**src/rtl/cpu_state_dumper.sv**
```systemverilog
// End-of-run observer: after TRIGGER_CYCLE enabled cycles (or a force request) it streams
// r0..r(NUM_REGS-1) then m0..m(NUM_MEM-1) out on a valid/ready port, freezing the CPU meanwhile.
module cpu_state_dumper #(
    parameter int TRIGGER_CYCLE = 30,
    parameter int NUM_REGS      = 32,
    parameter int NUM_MEM       = 32,
    parameter int DATA_W        = 32
) (
    input  logic              clk_i,
    input  logic              rst_i,
    input  logic              en_i,
    input  logic              force_i,
    output logic [4:0]        rf_addr_o,
    input  logic [DATA_W-1:0] rf_data_i,
    output logic [31:0]       dm_addr_o,
    input  logic [DATA_W-1:0] dm_data_i,
    output logic              freeze_o,
    output logic              dump_valid_o,
    input  logic              dump_ready_i,
    output logic              dump_sel_o,
    output logic [5:0]        dump_idx_o,
    output logic [DATA_W-1:0] dump_data_o,
    output logic              dump_last_o,
    output logic              busy_o,
    output logic              done_o
);

    localparam int CNT_W = (TRIGGER_CYCLE < 1) ? 1 : $clog2(TRIGGER_CYCLE + 1);

    typedef enum logic [1:0] {S_IDLE, S_REG, S_MEM, S_DONE} state_e;

    state_e              state_q;
    logic [CNT_W-1:0]    cnt_q;
    logic [5:0]          rd_idx_q;
    logic                freeze_q, valid_q, sel_q, last_q, busy_q, done_q;
    logic [5:0]          idx_q;
    logic [DATA_W-1:0]   data_q;

    logic                load_d;
    logic                trigger_d;
    logic [DATA_W-1:0]   rd_data_d;

    // The output register refills whenever it is empty or being drained this cycle.
    always_comb begin
        load_d    = 1'b0;
        trigger_d = 1'b0;
        rd_data_d = rf_data_i;
        load_d    = (state_q == S_REG || state_q == S_MEM) && (!valid_q || dump_ready_i);
        trigger_d = force_i || (en_i && cnt_q == CNT_W'(TRIGGER_CYCLE - 1));
        if (state_q == S_MEM) rd_data_d = dm_data_i;
    end

    assign rf_addr_o = (state_q == S_REG) ? rd_idx_q[4:0] : 5'd0;
    assign dm_addr_o = (state_q == S_MEM) ? {24'd0, rd_idx_q, 2'b00} : 32'd0;

    // NOTE: all state uses non-blocking assignments so every register samples pre-edge values.
    always_ff @(posedge clk_i) begin
        if (rst_i) begin
            state_q  <= S_IDLE;
            cnt_q    <= '0;
            rd_idx_q <= '0;
            freeze_q <= 1'b0;
            valid_q  <= 1'b0;
            sel_q    <= 1'b0;
            last_q   <= 1'b0;
            busy_q   <= 1'b0;
            done_q   <= 1'b0;
            idx_q    <= '0;
            data_q   <= '0;
        end else begin
            case (state_q)
                S_IDLE: begin
                    if (trigger_d) begin
                        state_q  <= S_REG;
                        freeze_q <= 1'b1;
                        busy_q   <= 1'b1;
                        rd_idx_q <= '0;
                    end else if (en_i && cnt_q != CNT_W'(TRIGGER_CYCLE)) begin
                        cnt_q <= cnt_q + 1'b1;
                    end
                end
                S_REG, S_MEM: begin
                    if (load_d) begin
                        valid_q  <= 1'b1;
                        data_q   <= rd_data_d;
                        sel_q    <= (state_q == S_MEM);
                        idx_q    <= rd_idx_q;
                        last_q   <= (state_q == S_MEM) && (rd_idx_q == 6'(NUM_MEM - 1));
                        rd_idx_q <= rd_idx_q + 6'd1;
                        if (state_q == S_REG && rd_idx_q == 6'(NUM_REGS - 1)) begin
                            state_q  <= S_MEM;
                            rd_idx_q <= '0;
                        end else if (state_q == S_MEM && rd_idx_q == 6'(NUM_MEM - 1)) begin
                            state_q  <= S_DONE;
                            busy_q   <= 1'b0;
                            rd_idx_q <= '0;
                        end
                    end
                end
                S_DONE: begin
                    // Last word drains here; the CPU is released in the same edge done rises.
                    if (!valid_q || dump_ready_i) begin
                        valid_q  <= 1'b0;
                        done_q   <= 1'b1;
                        freeze_q <= 1'b0;
                    end
                end
                default: state_q <= S_IDLE;
            endcase
        end
    end

    assign freeze_o     = freeze_q;
    assign dump_valid_o = valid_q;
    assign dump_sel_o   = sel_q;
    assign dump_idx_o   = idx_q;
    assign dump_data_o  = data_q;
    assign dump_last_o  = last_q;
    assign busy_o       = busy_q;
    assign done_o       = done_q;

endmodule
```
**config.mk**
```make
export PLATFORM = sky130hd
export DESIGN_NAME = cpu_state_dumper
export DESIGN_NICKNAME = d
export VERILOG_FILES = /design/src/rtl/cpu_state_dumper.sv
export SDC_FILE = /design/constraint.sdc
export NUM_CORES = 1
export LEC_CHECK = 0
export BUFFER_PORTS_ARGS = -buffer_cell sky130_fd_sc_hd__buf_2
export CORE_AREA = 8 8 105 83
export CTS_BUF_LIST = sky130_fd_sc_hd__clkbuf_8
export DETAILED_ROUTE_END_ITERATION = 6
export DIE_AREA = 0 0 113 91
export PLACE_DENSITY = 0.78
export SLEW_MARGIN = 20
export SYNTH_ARGS = -nofsm -noshare
export SYNTH_HDL_FRONTEND = slang
export SYNTH_SLANG_ARGS = --single-unit
export TNS_END_PERCENT = 50
```
**constraint.sdc**
```tcl
create_clock -name clk_i -period 1.75 [get_ports clk_i]
set_clock_uncertainty 0.1 [all_clocks]
set_input_delay 0.175 -clock clk_i [delete_from_list [all_inputs] [get_ports clk_i]]
set_output_delay 0.175 -clock clk_i [all_outputs]
set_load 0.01 [all_outputs]
```
# [Word-level counts from Yosys, hierarchy flattened]
# Index checks and enable logic that the tools add are counted.
[word_totals] reg_bits=57 latch_bits=0 mem_bits_rw=0 rom_bits=0 in_bits=69 output_inout_bits=81 elab_cells=70 n_memories=0
[classes] n_addsub=2 n_mul=0 n_div=0 n_lt_le_gt_ge=0 eq_ne=12 shift=0 mux=22 n_bitwise=1 reduce_logical=22
[op_table] operator="$mux W32" count=1
[op_table] operator="$mux W6" count=4
[op_table] operator="$pmux W6 S2" count=1
[op_table] operator="$reduce_and A3 Y1" count=4
[op_table] operator="$ne A2 B2 Y1 const B" count=5
[op_table] operator="$mux W2" count=4
[op_table] operator="$mux W8" count=1
[op_table] operator="$add A6 B1 Y6 const B" count=1
[op_table] operator="$eq A6 B5 Y1 const B" count=1
[op_table] operator="$mux W1" count=6
[op_table] operator="$pmux W1 S2" count=3
[op_table] operator="$reduce_bool A2 Y1" count=3
[op_table] operator="$add A5 B1 Y5 const B" count=1
[op_table] operator="$eq A5 B5 Y1 const B" count=1
[op_table] operator="$logic_and A1 B1 Y1" count=5
[op_table] operator="$mux W5" count=1
[op_table] operator="$ne A5 B5 Y1 const B" count=1
[op_table] operator="$reduce_and A5 Y1" count=1
[op_table] operator="$eq A2 B2 Y1 const B" count=2
[op_table] operator="$pmux W2 S2" count=1
[op_table] operator="$reduce_and A2 Y1" count=2
[op_table] operator="$reduce_and A4 Y1" count=1
[op_table] operator="$logic_or A1 B1 Y1" count=3
[op_table] operator="$ne A3 B3 Y1 const B" count=1
[op_table] operator="5 further kinds" count=5

# [Longest topological paths before layout]
[depth] ltp_word=6 ltp_mapped=8 mapped_depth_nobuf=6

# [Worst setup path before layout]
# Ideal clock, no wire load.
[synth_path] path_kind="register to register" startpoint="register state_q[0]" endpoint="register rd_idx_q[0]" setup_ps=70 arrival_ps=1691 required_time_ps=1580 path_slack_ps=-111 path_stages_with_launch=8 n_path_buf=1 synth_period_minus_slack_ps=1861 path_cell_list="dfxtp_1 > inv_1 > ha_1 > and2b_1 > a21oi_1 > buf_4 > or3_2 > a21oi_1"
[synth_via] elab_chain_cells=6 word_cells_on_any_way=16 cone_classes="eq/ne (4); mux (4); reduce/logical (8)"
[synth_rtl] element="start, declared" line="32" rtl="state_e state_q;"
[synth_rtl] element="start signal, assigned" line="59" rtl="state_q <= S_IDLE;"
[synth_rtl] element="start signal, assigned" line="74" rtl="state_q <= S_REG;"
[synth_rtl] element="start signal, assigned" line="91" rtl="state_q <= S_MEM;"
[synth_rtl] element="$eq A2 B2 Y1" line="48, 71, 93"
[synth_rtl] element="$logic_and A1 B1 Y1" line="93" rtl="end else if (state_q == S_MEM && rd_idx_q == 6'(NUM_MEM - 1)) begin"
[synth_rtl] element="$mux W6" line="93"
[synth_rtl] element="$mux W6" line="90" rtl="if (state_q == S_REG && rd_idx_q == 6'(NUM_REGS - 1)) begin"
[synth_rtl] element="$mux W6" line="83" rtl="if (load_d) begin"
[synth_rtl] element="$pmux W6 S2" line="71" rtl="case (state_q)"
[synth_rtl] element="end signal, assigned" line="89" rtl="rd_idx_q <= rd_idx_q + 6'd1;"
[synth_rtl] element="end, declared" line="34" rtl="logic [5:0] rd_idx_q;"
# Several ways; a longest one is shown, not always the timed one. The select of a mux whose other input is x is not followed.
# A chain may end at the register's enable or synchronous reset.

# [Worst setup path in the final report]
[layout_path] startpoint="register state_q[1]" endpoint="output dm_addr_o[6]"
[layout_via] elab_chain_cells=2
[layout_rtl] element="$eq A2 B2 Y1" line="54" rtl="assign dm_addr_o = (state_q == S_MEM) ? {24'd0, rd_idx_q, 2'b00} : 32'd0;"
[layout_rtl] element="$mux W8" line="54"
[layout_rtl] element="end, declared" line="15" rtl="output logic [31:0] dm_addr_o,"
# Every way passes these cells.

==> impl_metrics.json <==
{
  "outcome": "complete, no violations",
  "cts_buffers": 9,
  "placed_cells": 539,
  "hold_buffers": 0,
  "maxSlewViolCount": 0,
  "crit_path_start_kind": "register",
  "grt_pass1_vias": 2872,
  "synthArstFlopShare": 0,
  "grt_pass1_wl_um": 13300,
  "first_pass_iters": 5,
  "num_vias": 2818,
  "hold_path_class": "in -> reg",
  "synth_top_area_cell": "dfxtp_1",
  "synth-seq-cells": 57,
  "drive_gt1_frac": 0.438,
  "max_freq_mhz": 575,
  "synth_top_area_frac": 0.387,
  "syn_inst": 331,
  "multi_input_area_um2": 1700,
  "syn_avg_cell_area_um2": 8.91,
  "nFillCells": 636,
  "crit_fanout": 4,
  "crit_type": "reg -> out",
  "ir_worst_vdd_mv": 0.853,
  "die_x_um": 113,
  "cts_tree": "built",
  "place_hpwl_um": 6190,
  "drc": 0,
  "globalplace.congestion": 0.856,
  "synthesis.area_um2": 2950,
  "hold_viol": 0,
  "rsz0062_at_grt": "true",
  "overflow": 0,
  "seq_area_frac_synth": 0.387,
  "yosys_warnings": 0,
  "ys_types": 47,
  "ant_nets": 0,
  "fin_util": 0.583,
  "antenna_cells": 0,
  "die_h_um": 91,
  "regArea_um2": 1140,
  "cts.sinks": 57,
  "tightest_slew_ns": 0.503,
  "grt_max_degree": 41,
  "cts_root_buf": "clkbuf_8",
  "start_util": 0.416,
  "synth-edff-count": 0,
  "nets": 547,
  "cts-htree-levels": 3,
  "die-area_um2": 10300,
  "vias_per_cell": 5.01,
  "min_period_ns": 1.74,
  "power.density_nw_per_um2": 1780,
  "end_kind": "output pin",
  "slew_headroom": 0.665,
  "synthTopCellsByArea": "dfxtp_1 (39%), mux2i_1 (11%), a211oi_1 (8.1%)",
  "io_buffer_count": 123,
  "fin_cells": 562,
  "rows": 27,
  "synth_most_common_cell": "dfxtp_1",
  "wl_per_cell_um": 15.5,
  "io-pin-count": 150,
  "fin_crit_sh": 0.993,
  "synth_common_cells": "dfxtp_1 (57), nor2_1 (40), a211oi_1 (32), mux2i_1 (32), buf_4 (28)",
  "synthToLayoutAreaGrowth_pct": 40.3,
  "grt_use_total": 0.155,
  "core_area_um2": 7090,
  "required_ns": 1.47,
  "max_cap_viol_count": 0,
  "synth_flop_cell": "dfxtp_1",
  "clockBufferDepth": 2,
  "worstPathArrival_ns": 1.46,
  "p_leak_uw": 0.00188,
  "wirelength_um": 8710,
  "clock_latency_ns": 0.32,
  "setup_viol": 0,
  "antenna_found_initial": 0,
  "worst_setup_hold_path_clk_slew_ns": 0.07,
  "drt_first_iter_violations": 119
}
==> through the flow <==
stage          power, µW  instance area [µm²]  hold slack, ns  setup WS [ns]  setup TNS, ns
2_1_floorplan       4230                 3060           0.273         0.0182              0
3_3_place_gp        5270                 3690           0.340         0.0267              0
3_5_place_dp        5390                 3690           0.348        -0.0289        -0.0869
4_1_cts             6750                 3940          0.0624        -0.0189        -0.0337
5_1_grt             7850                 4140          0.0888        -0.0810         -0.470
6_report            7350                 4140          0.0775         0.0117              0
==> flip-flops by register name, summed over array words and instances, names as in the netlist, 2 cells and up <==
signal	flops
cnt_q	5
dump_data_o	32
dump_idx_o	6
rd_idx_q	6
state_q	2
==> worst max-delay path: stages, from the launching register on <==
cell and delay [ns]:
dfxtp_2 0.33, buf_4 0.14, ha_2 0.21, and2_1 0.20
buf_4 0.14, buf_2 0.13
==> placed cells by master, fill, tap and decap left out, types with 3 or more instances in the layout <==
cell        n
a21oi_1    13
nand3_1     5
nand2_1    22
buf_2     123
a211oi_2   15
dfxtp_1    54
xor2_1      3
inv_1       9
buf_12      5
ha_1        5
conb_1     26
or4_1       3
a21oi_2     4
clkbuf_8    9
a211oi_1   17
and2_1     11
o21ai_0     3
nor2_1     40
o31ai_1     3
dfxtp_2     3
nand4_1     3
buf_4      20
mux2i_1    32
==> cell type report <==
class / instances / share of cell area
repair buffers: 152 / 0.232
clock buffers: 9 / 0.0299
well taps: 87 / 0.0263
flip-flops and latches: 57 / 0.277
inverters: 9 / 0.00816
clock inverters: 7 / 0.0154
multi-input cells: 241 / 0.412
==> routing by layer <==
metal  track usage  routed length [µm]
met1         0.170                3670
met2         0.268                4130
met3        0.0681                 840
met4        0.0454                  66
met5             0                   0
==> where the power goes <==
group | total, µW | internal, µW | switching [µW] | leakage, µW
Combinational | 4230 | 1970 | 2260 | 0.00131
Clock | 1170 | 644 | 522 | 0.000102
Sequential | 1950 | 1740 | 210 | 0.000469
Total | 7350 | 4350 | 2990 | 0.00188
==> cells by family (layout without fill, tap and decap cells) <==
| kind of cell | count (synthesis) | count (layout) | synth area share |
|---|---|---|---|
| other | 1 | 26 | 0.00127 |
| multiplexers | 32 | 32 | 0.109 |
| adder cells (fa/ha/maj) | 8 | 8 | 0.0339 |
| XOR/XNOR | 4 | 4 | 0.0119 |
| AO/OA/AOI/OAI | 75 | 75 | 0.184 |
| buffers and inverters | 58 | 177 | 0.117 |
| flip-flops | 57 | 57 | 0.387 |
| AND/OR/NAND/NOR | 96 | 96 | 0.157 |
==> path summary, 6_finish.rpt <==
path	startpoint	endpoint	slack [ns]	cells after the start
worst max-delay path	state_q[1]$_SDFFE_PP0P_	dm_addr_o[6]	0.01	5
worst min-delay path	rst_i	rd_idx_q[1]$_SDFFE_PP0P_	0.08	2
worst max register to register	state_q[0]$_SDFFE_PP0P_	rd_idx_q[5]$_SDFFE_PP0P_	0.01	6
worst min register to register	dump_idx_o[0]$_SDFFE_PP0P_	dump_idx_o[0]$_SDFFE_PP0P_	0.36	2
==> what timing repair did <==
action / in CTS / in global routing
cloned: 1 / 2
pin swaps: 0 / 2
resized for setup: 4 / 26
setup buffers: 1 / 3
setup endpoints to repair: 11 / 40
Note: power is estimated with default switching activity, not from simulation.
